$ cat config.mk
export PLATFORM = sky130hd
export DESIGN_NAME = pdm_decimator
export DESIGN_NICKNAME = d
export VERILOG_FILES = /design/src/rtl/pdm_decimator.sv
export SDC_FILE = /design/constraint.sdc
export NUM_CORES = 1
export LEC_CHECK = 0
export ABC_AREA = 0
export CORE_MARGIN = 10
export CORE_UTILIZATION = 54
export CTS_BUF_LIST = sky130_fd_sc_hd__clkbuf_4
export CTS_CLUSTER_DIAMETER = 50
export DETAILED_ROUTE_END_ITERATION = 12
export PLACE_DENSITY = 0.78
export SLEW_MARGIN = 15
export SYNTH_ARGS = -nofsm -noshare
export SYNTH_HDL_FRONTEND = slang
export SYNTH_SLANG_ARGS = --single-unit
$ cat constraint.sdc
create_clock -name clk -period 10.92 [get_ports clk]
set_input_delay 2.184 -clock clk [delete_from_list [all_inputs] [get_ports clk]]
set_output_delay 2.184 -clock clk [all_outputs]
set_load 0.01 [all_outputs]
$ cat src/rtl/pdm_decimator.sv
// 1-bit PDM to unsigned PCM converter: 3rd-order CIC (R = 2**DECIM_LOG2) feeding a one-entry valid/ready buffer.
// Optional input synchroniser enabled by defining PDM_DECIM_SYNC_EN.
module pdm_decimator #(
    parameter int DECIM_LOG2 = 4,
    parameter int OUT_W      = 16
) (
    input  logic             clk,
    input  logic             rst_n,
    input  logic             pdm_ce,
    input  logic             pdm_in,
    output logic [OUT_W-1:0] pcm_data,
    output logic             pcm_valid,
    input  logic             pcm_ready,
    output logic             overrun
);
    localparam int YW = 3 * DECIM_LOG2;
    localparam int W  = YW + 1;
    localparam int SH = OUT_W - YW;

    logic                  w_bit;
    logic [W-1:0]          r_i1, r_i2, r_i3;
    logic [DECIM_LOG2-1:0] r_dcnt;
    logic                  w_event;
    logic                  r_ev1, r_ev2;
    logic [1:0]            r_prime;
    logic [W-1:0]          r_d1, r_d2, r_d3, r_y;
    logic [W-1:0]          w_c1, w_c2, w_c3;
    logic [YW-1:0]         w_sat;
    logic [OUT_W-1:0]      w_pcm;
    logic                  w_pop;
    logic [OUT_W-1:0]      r_pcm_data;
    logic                  r_pcm_valid;
    logic                  r_overrun;

`ifdef PDM_DECIM_SYNC_EN
    logic [1:0] r_sync;

    always_ff @(posedge clk or negedge rst_n) begin
        if (!rst_n) begin
            r_sync <= 2'b00;
        end else begin
            r_sync <= {r_sync[0], pdm_in};
        end
    end

    assign w_bit = r_sync[1];
`else
    assign w_bit = pdm_in;
`endif

    // R is a power of two, so the counter wraps R-1 -> 0 on its own.
    assign w_event = pdm_ce & (r_dcnt == '1);

    always_ff @(posedge clk or negedge rst_n) begin
        if (!rst_n) begin
            r_i1   <= '0;
            r_i2   <= '0;
            r_i3   <= '0;
            r_dcnt <= '0;
        end else if (pdm_ce) begin
            r_i1   <= r_i1 + {{(W-1){1'b0}}, w_bit};
            r_i2   <= r_i2 + r_i1;
            r_i3   <= r_i3 + r_i2;
            r_dcnt <= r_dcnt + DECIM_LOG2'(1);
        end
    end

    assign w_c1 = r_i3 - r_d1;
    assign w_c2 = w_c1 - r_d2;
    assign w_c3 = w_c2 - r_d3;

    // The first three comb updates only build history; r_ev2 marks a usable result.
    always_ff @(posedge clk or negedge rst_n) begin
        if (!rst_n) begin
            r_ev1   <= 1'b0;
            r_ev2   <= 1'b0;
            r_prime <= 2'd0;
            r_d1    <= '0;
            r_d2    <= '0;
            r_d3    <= '0;
            r_y     <= '0;
        end else begin
            r_ev1 <= w_event;
            r_ev2 <= 1'b0;
            if (r_ev1) begin
                r_d1 <= r_i3;
                r_d2 <= w_c1;
                r_d3 <= w_c2;
                r_y  <= w_c3;
                if (r_prime == 2'd3) begin
                    r_ev2 <= 1'b1;
                end else begin
                    r_prime <= r_prime + 2'd1;
                end
            end
        end
    end

    // Full-scale DC gives exactly 2**YW, which does not fit in YW bits.
    assign w_sat = r_y[W-1] ? {YW{1'b1}} : r_y[YW-1:0];
    assign w_pcm = OUT_W'(w_sat) << SH;
    assign w_pop = r_pcm_valid & pcm_ready;

    always_ff @(posedge clk or negedge rst_n) begin
        if (!rst_n) begin
            r_pcm_data  <= '0;
            r_pcm_valid <= 1'b0;
            r_overrun   <= 1'b0;
        end else if (r_ev2) begin
            if (!r_pcm_valid || w_pop) begin
                r_pcm_data  <= w_pcm;
                r_pcm_valid <= 1'b1;
            end else begin
                r_overrun <= 1'b1;
            end
        end else if (w_pop) begin
            r_pcm_valid <= 1'b0;
        end
    end

    assign pcm_data  = r_pcm_data;
    assign pcm_valid = r_pcm_valid;
    assign overrun   = r_overrun;
endmodule
==> impl_metrics.toml, run 1 <==
[route]
route.final.wire_length_mm = 12.2
initial_drt_markers = 240
drt_first_pass_iters = 5
wire_per_inst_microns = 13.2
drc_errors = 0
num_vias = 4993
route.antenna.remaining_nets = 0
routed_via_density = 5.40

[hold_path]
worstHoldEndpoint = "pcm_valid"
hold-path-cell-count = 2
worst_hold_startpoint = "r_ev2"
hold_class = "reg2reg"

[worst_setup_path]
reg2reg_depth = 23
criticalPathCategory = "reg2reg"
worstPathBufferInverterCount = 0
worst-endpoint-arrival_ns = 5.73
setup.worst_path.start_class = "register"
critical-path-top-cell-by-count = "sky130_fd_sc_hd__ha_1"
crit-reg2reg-capture = "r_y[12]"
cpMaxStageDelayCell = "sky130_fd_sc_hd__dfrtp_1"
worst_r2r_startpoint = "r_i3[1]"
crit_path_max_fanout = 7
end_kind = "register"
rrSetupSlack_ns = 5.62
timing.critical_path.cells = "ha_1, nor2b_1, o21ai_0, a21boi_0, o21ai_0, a21boi_1, o21a_1, or3_1, and2_1, ha_1, a21o_1, a21oi_1, nand2_1, xor2_1, ha_1, and4_1, a211o_1, a31o_2, a21o_1, a21oi_1, xnor2_1, xnor2_1, mux2_4"
crit_required_ns = 11.35
delay_of_the_slowest_critical_path_stage_ns = 0.43
critPathTopFamily = "compound AO/OA/AOI/OAI gates"

[status]
outcome = "finished clean"

[clock_tree]
cts-hold-fix-buffers = 0
cts_setup_buffers = 0
clockRootBuffer = "sky130_fd_sc_hd__clkbuf_4"
cts_tree = "done"
cts_resized = 0
htree_num_levels = 4
numCtsBuffers = 17
clock-sinks = 113
clk-insertion-delay-late_ns = 0.53
cts-root-to-sink-buffers = 2
cts.clk_slew.worst_paths_ns = 0.10

[cells_and_area]
drive_above_1_share = 0.105
fillCellCount = 1109
areaGrowthSynthToFinish_pct = 8.87
layout.nets = 814
antenna_cells = 0

[global_route]
grt_start_max_net_pins = 90
initial_antenna_violation_count = 0
via_count_of_the_first_global_routing_pass = 5063
grt_overflow = 0
track_usage = 0.146
grt_pass1_wl_mm = 21.8

[timing]
finalClockSkew_ns = 0.0152
timing.final.crit_share = 0.485
grt_setup_unrepaired = "false"
fmaxAchievable_mhz = 189
total_count_of_max_transition_violations_in_the_final_report = 0
hold_violations = 0
setup-violations-final = 0
timing.final.crit_period_ns = 5.30
worstMarginPinSlew_ns = 0.855
relSlewSlack = 0.430
timing.setup.tns_ns = 0

[synthesis]
post_synth_inst_count = 719
synth.ff_latch_count = 113
yosysWarningCount = 0
yosysUniqueCellTypes = 52
mappedNetlistArea_sq_um = 6950
synth-edff-count = 0
synth-main-ff-cell = "sky130_fd_sc_hd__dfrtp_1"
syn_avg_cell_area_sq_um = 9.67
postSynth.asyncResetShare = 1.00
synth_seq_area_share = 0.407

[floorplanning]
placement_rows = 41
vert_die_dim_microns = 133
floorplan.initialDensity = 0.551
io-pin-count = 23
placeableCoreArea_sq_um = 12600
design.die.area_sq_um = 17800
die_width_microns = 133

[job]
drv_cap = 0

[placed_design]
port-buffer-count = 18
dp.final_hpwl_mm = 8.98
routabilityCongestion = 0.835
==> state kept, by name (all words and copies together), names as in the netlist <==
| signal | count |
|---|---|
| overrun | 1 |
| pcm_data | 12 |
| pcm_valid | 1 |
| r_d1 | 13 |
| r_d2 | 13 |
| r_d3 | 13 |
| r_dcnt | 4 |
| r_ev1 | 1 |
| r_ev2 | 1 |
| r_i1 | 13 |
| r_i2 | 13 |
| r_i3 | 13 |
| r_prime | 2 |
| r_y | 13 |
==> worst min-delay path, delay by kind of cell, from the launching register on <==
| kind | cells | cell delay [ns] |
|---|---|---|
| flip-flops | 1 | 0.35 |
| AND/OR/NAND/NOR | 1 | 0.05 |
| buffers and inverters | 1 | 0.05 |
==> metal layers <==
metal | GRT usage | part of all wire
met3 | 0.0421 | 0.035
met4 | 0.0665 | 0.023
met5 | 0 | 0
met1 | 0.154 | 0.43
met2 | 0.262 | 0.51
==> placed cells by master, fill, tap and decap left out, types with 7 or more instances in the layout <==
master	Yosys	final
sky130_fd_sc_hd__dfrtp_1	113	112
sky130_fd_sc_hd__nor2_1	72	72
sky130_fd_sc_hd__ha_1	64	64
sky130_fd_sc_hd__inv_1	56	56
sky130_fd_sc_hd__nand2_1	53	53
sky130_fd_sc_hd__xnor2_1	47	47
sky130_fd_sc_hd__a21oi_1	46	46
sky130_fd_sc_hd__o21ai_0	44	44
sky130_fd_sc_hd__mux2_2	32	32
sky130_fd_sc_hd__clkbuf_4	0	19
sky130_fd_sc_hd__o21a_1	18	18
sky130_fd_sc_hd__a21o_1	17	17
sky130_fd_sc_hd__clkdlybuf4s50_1	0	17
sky130_fd_sc_hd__xor2_1	14	14
sky130_fd_sc_hd__nor2b_1	11	11
sky130_fd_sc_hd__nand2b_1	11	11
sky130_fd_sc_hd__nand3_1	8	8
sky130_fd_sc_hd__mux2i_1	8	8
sky130_fd_sc_hd__or3_1	7	7
==> how the worst max path moves through the flow <==
| stage | start | endpoint | slack (ns) | depth (start not counted) |
|---|---|---|---|---|
| 2_1_floorplan | r_i3[1] | r_y[12] | 6.12 | 23 |
| 3_3_place_gp | r_i3[1] | r_y[12] | 5.86 | 23 |
| 3_5_place_dp | r_i3[1] | r_y[12] | 5.64 | 23 |
| 4_1_cts | r_i3[1] | r_y[12] | 5.60 | 23 |
| 5_1_grt | r_i3[1] | r_y[12] | 5.06 | 23 |
| 6_report | r_i3[1] | r_y[12] | 5.62 | 23 |
==> cells in the mapped netlist, types with 3 or more instances <==
cell type	count	area, sq um
sky130_fd_sc_hd__o21ai_0	44	220
sky130_fd_sc_hd__o21ai_1	6	30.0
sky130_fd_sc_hd__fa_1	5	100
sky130_fd_sc_hd__buf_4	4	30.0
sky130_fd_sc_hd__and2_1	6	37.5
sky130_fd_sc_hd__or3_1	7	43.8
sky130_fd_sc_hd__a21oi_1	46	230
sky130_fd_sc_hd__a31oi_1	6	37.5
sky130_fd_sc_hd__buf_1	3	11.3
sky130_fd_sc_hd__xnor2_1	47	412
sky130_fd_sc_hd__mux2i_1	8	80.1
sky130_fd_sc_hd__and3_1	4	25.0
sky130_fd_sc_hd__ha_1	64	801
sky130_fd_sc_hd__nand3_1	8	40.0
sky130_fd_sc_hd__o21a_1	18	135
sky130_fd_sc_hd__nor2b_1	11	68.8
sky130_fd_sc_hd__nand2b_1	11	68.8
sky130_fd_sc_hd__nor3_1	5	25.0
sky130_fd_sc_hd__nand2_1	53	199
sky130_fd_sc_hd__mux2_2	32	360
sky130_fd_sc_hd__inv_1	56	210
sky130_fd_sc_hd__and4_1	3	26.3
sky130_fd_sc_hd__nand4_1	5	31.3
sky130_fd_sc_hd__dfrtp_1	113	2830
sky130_fd_sc_hd__xor2_1	14	123
sky130_fd_sc_hd__clkbuf_1	15	56.3
sky130_fd_sc_hd__a21boi_1	4	30.0
sky130_fd_sc_hd__a31o_2	4	35.0
sky130_fd_sc_hd__a21o_1	17	128
sky130_fd_sc_hd__nor2_1	72	270
==> final cells by class <==
type,instances,area (sq um),area share
Clock buffer,19,143,0.0188
Sequential cell,113,2830,0.374
Timing Repair Buffer,21,200,0.0265
Tap cell,172,215,0.0284
Clock inverter,13,144,0.0190
Multi-Input combinational cell,531,3830,0.506
Inverter,56,210,0.0278
==> metrics by stage <==
step	hold slack, ns	area (sq um)	setup slack (ns)	cells	utilization
final	0.482	7570	5.62	925	0.600
after global routing	0.511	7570	5.06	925	0.600
after CTS	0.493	7570	5.60	925	0.600
after detailed placement	0.471	7280	5.64	893	0.577
after global placement	0.445	7280	5.86	893	0.577
after floorplan	0.431	6960	6.12	722	-
==> logic make-up after synthesis <==
kind of cell | Yosys count | share of synthesized area
and+or+nand+nor | 196 | 0.133
AOI/OAI and AO/OA | 158 | 0.139
DFF | 113 | 0.407
buffers and inverters | 78 | 0.0443
adders and majority gates | 69 | 0.130
xor gates and xnor gates | 63 | 0.0815
muxes | 41 | 0.0655
other | 1 | 0.000539
Power of run 1 is not shown: default switching activity piles up to over one toggle a cycle in this logic, so the estimate is an artifact.
==> run 2: changes to the inputs <==
==> constraint.sdc (replaced) <==
create_clock -name clk -period 5.4 [get_ports clk]
set_input_delay 1.08 -clock clk [delete_from_list [all_inputs] [get_ports clk]]
set_output_delay 1.08 -clock clk [all_outputs]
set_load 0.01 [all_outputs]
==> run 2 against run 1 <==
  * Clock skew rose by 0.00081 ns
  * Die area did not move
  * First-iteration DRC count fell by 5.4%
  * Sequential share of layout area rose by 0.11 points
  * Flip-flop and latch count did not move
  * Register-to-register slack got worse by 5.2 ns
  * Largest cell class unchanged
  * Highest routed layer unchanged
==> impl_metrics.toml, run 2 (synthesis gave the netlist of run 1 again) <==
[cells_and_area]
layout_common_cells = "sky130_fd_sc_hd__dfrtp_1, sky130_fd_sc_hd__nor2_1, sky130_fd_sc_hd__ha_1"
drive_above_1_share = 0.104
layout.nets = 815
areaGrowthSynthToFinish_pct = 8.57
antenna_cells = 0
layout.cells.most_common = "sky130_fd_sc_hd__dfrtp_1"

[clock_tree]
cts-hold-fix-buffers = 0
clk-insertion-delay-late_ns = 0.53
clock-sinks = 113
htree_num_levels = 4
cts.clk_slew.worst_paths_ns = 0.09
numCtsBuffers = 17
cts_tree = "done"
cts-root-to-sink-buffers = 2
clockRootBuffer = "sky130_fd_sc_hd__clkbuf_4"

[job]
drv_cap = 0

[worst_setup_path]
setup.worst_path.start_class = "register"
rrSetupSlack_ns = 0.38
worst-endpoint-arrival_ns = 5.43
criticalPathCategory = "reg2reg"
crit_path_max_fanout = 7
reg2reg_depth = 23
crit_required_ns = 5.82
end_kind = "register"
worst_r2r_startpoint = "r_i3[1]"
crit-reg2reg-capture = "r_y[12]"

[global_route]
grt_overflow = 0
via_count_of_the_first_global_routing_pass = 5121
grt_pass1_wl_mm = 21.8
grt_start_max_net_pins = 75
track_usage = 0.145
initial_antenna_violation_count = 0

[timing]
grt_setup_unrepaired = "false"
finalClockSkew_ns = 0.0160
fmaxAchievable_mhz = 199
relSlewSlack = 0.387
timing.final.crit_period_ns = 5.02
total_count_of_max_transition_violations_in_the_final_report = 0
fin_ws_ns = 0.383
worstMarginPinSlew_ns = 0.920
setup-violations-final = 0
timing.final.crit_share = 0.929
hold_violations = 0
timing.setup.tns_ns = 0

[floorplanning]
placeableCoreArea_sq_um = 12600
design.die.area_sq_um = 17800
vert_die_dim_microns = 133
floorplan.initialDensity = 0.551
die_width_microns = 133
io-pin-count = 23
placement_rows = 41

[route]
route.final.wire_length_mm = 12.0
routed_via_density = 5.38
drc_errors = 0
num_vias = 4972
wire_per_inst_microns = 13.0
drt_first_pass_iters = 9
initial_drt_markers = 227
route.antenna.remaining_nets = 0

[placed_design]
routabilityCongestion = 0.848
pre_cts_slack_ns = 0.214
dp.final_hpwl_mm = 8.87
port-buffer-count = 18

[status]
outcome = "finished clean"

[hold_path]
hold_class = "reg2reg"
worst_hold_startpoint = "r_ev2"
worstHoldEndpoint = "pcm_valid"
hold-path-cell-count = 2
-- run 2: changes by cell type in the layout (fill, tap and decap cells not counted), sizes merged --
cell	previous run	this run
bufinv	3	2
buf	4	5
clkbuf	19	21
clkinvlp	1	0
clkinv	9	8
-- run 2: worst max path at each step --
| stage | to | slack (ns) | from | cells past startpoint |
|---|---|---|---|---|
| floorplan | r_y[12] | 0.60 | r_i3[1] | 23 |
| global placement | r_y[12] | 0.35 | r_i3[1] | 23 |
| detailed placement | r_y[12] | 0.21 | r_i3[1] | 23 |
| CTS | r_y[12] | 0.19 | r_i3[1] | 23 |
| global route | r_y[12] | 0.05 | r_d1[1] | 24 |
| finish | r_y[12] | 0.38 | r_i3[1] | 23 |
-- run 2: stage by stage --
stage | area (sq um) | hold WS, ns | std cells | utilization
2_1_floorplan | 6960 | 0.431 | 722 | -
3_3_place_gp | 7280 | 0.444 | 893 | 0.577
3_5_place_dp | 7280 | 0.455 | 893 | 0.577
4_1_cts | 7530 | 0.474 | 924 | 0.597
5_1_grt | 7550 | 0.498 | 925 | 0.598
6_report | 7550 | 0.468 | 925 | 0.598
-- run 2: timing repair --
| action | CTS | global route |
|---|---|---|
| endpoints found under the setup margin | 0 | 1 |
| setup buffers | 0 | 1 |
| gates resized for setup | 0 | 4 |
| hold endpoints to repair | 0 | 0 |
-- run 2: cell type report --
class / count / area, sq um
fillers: 1103 / 5070
multi-input cells: 531 / 3830
flip-flops and latches: 113 / 2830
well taps: 172 / 215
inverters: 56 / 210
repair buffers: 22 / 208
clock buffers: 21 / 158
clock inverters: 10 / 93.8
-- run 2: worst max-delay path: stages, from the launching register on --
cell,delay (ns)
sky130_fd_sc_hd__dfrtp_1,0.42
sky130_fd_sc_hd__ha_1,0.30
sky130_fd_sc_hd__nor2b_1,0.13
sky130_fd_sc_hd__o21ai_1,0.15
sky130_fd_sc_hd__a21boi_0,0.14
sky130_fd_sc_hd__o21ai_1,0.22
sky130_fd_sc_hd__a21boi_1,0.14
sky130_fd_sc_hd__o21a_1,0.20
sky130_fd_sc_hd__or3_1,0.32
sky130_fd_sc_hd__and2_1,0.18
sky130_fd_sc_hd__ha_2,0.30
sky130_fd_sc_hd__a21o_1,0.20
sky130_fd_sc_hd__a21oi_2,0.14
sky130_fd_sc_hd__nand2_1,0.07
sky130_fd_sc_hd__xor2_1,0.15
sky130_fd_sc_hd__ha_1,0.34
sky130_fd_sc_hd__and4_1,0.21
sky130_fd_sc_hd__a211o_1,0.25
sky130_fd_sc_hd__a31o_2,0.23
sky130_fd_sc_hd__a21o_1,0.17
sky130_fd_sc_hd__a21oi_1,0.16
sky130_fd_sc_hd__xnor2_1,0.15
sky130_fd_sc_hd__xnor2_1,0.08
sky130_fd_sc_hd__mux2_4,0.25
-- run 2: routing by layer --
layer | vias up | wire [microns] | track usage
met3 | 15 | 449 | 0.0406
met2 | 59 | 6360 | 0.260
met5 | - | 0 | 0
met4 | 0 | 161 | 0.0695
li1 | 2508 | - | -
met1 | 2390 | 5070 | 0.154
Power of run 2 is left out for the same reason.
==> run 3: changes to the inputs <==
--- a/config.mk
+++ b/config.mk
@@ -12,6 +12,7 @@
 export CTS_CLUSTER_DIAMETER = 50
 export DETAILED_ROUTE_END_ITERATION = 12
 export PLACE_DENSITY = 0.78
+export SKIP_CTS_REPAIR_TIMING = 1
 export SLEW_MARGIN = 15
 export SYNTH_ARGS = -nofsm -noshare
 export SYNTH_HDL_FRONTEND = slang
==> constraint.sdc (replaced) <==
create_clock -name clk -period 5.4 [get_ports clk]
set_input_delay 1.08 -clock clk [delete_from_list [all_inputs] [get_ports clk]]
set_output_delay 1.08 -clock clk [all_outputs]
set_load 0.005 [all_outputs]
==> results of run 3 <==
The final DEF is identical to that of run 2; final timing and power are the same.
Power of run 3 is left out for the same reason.
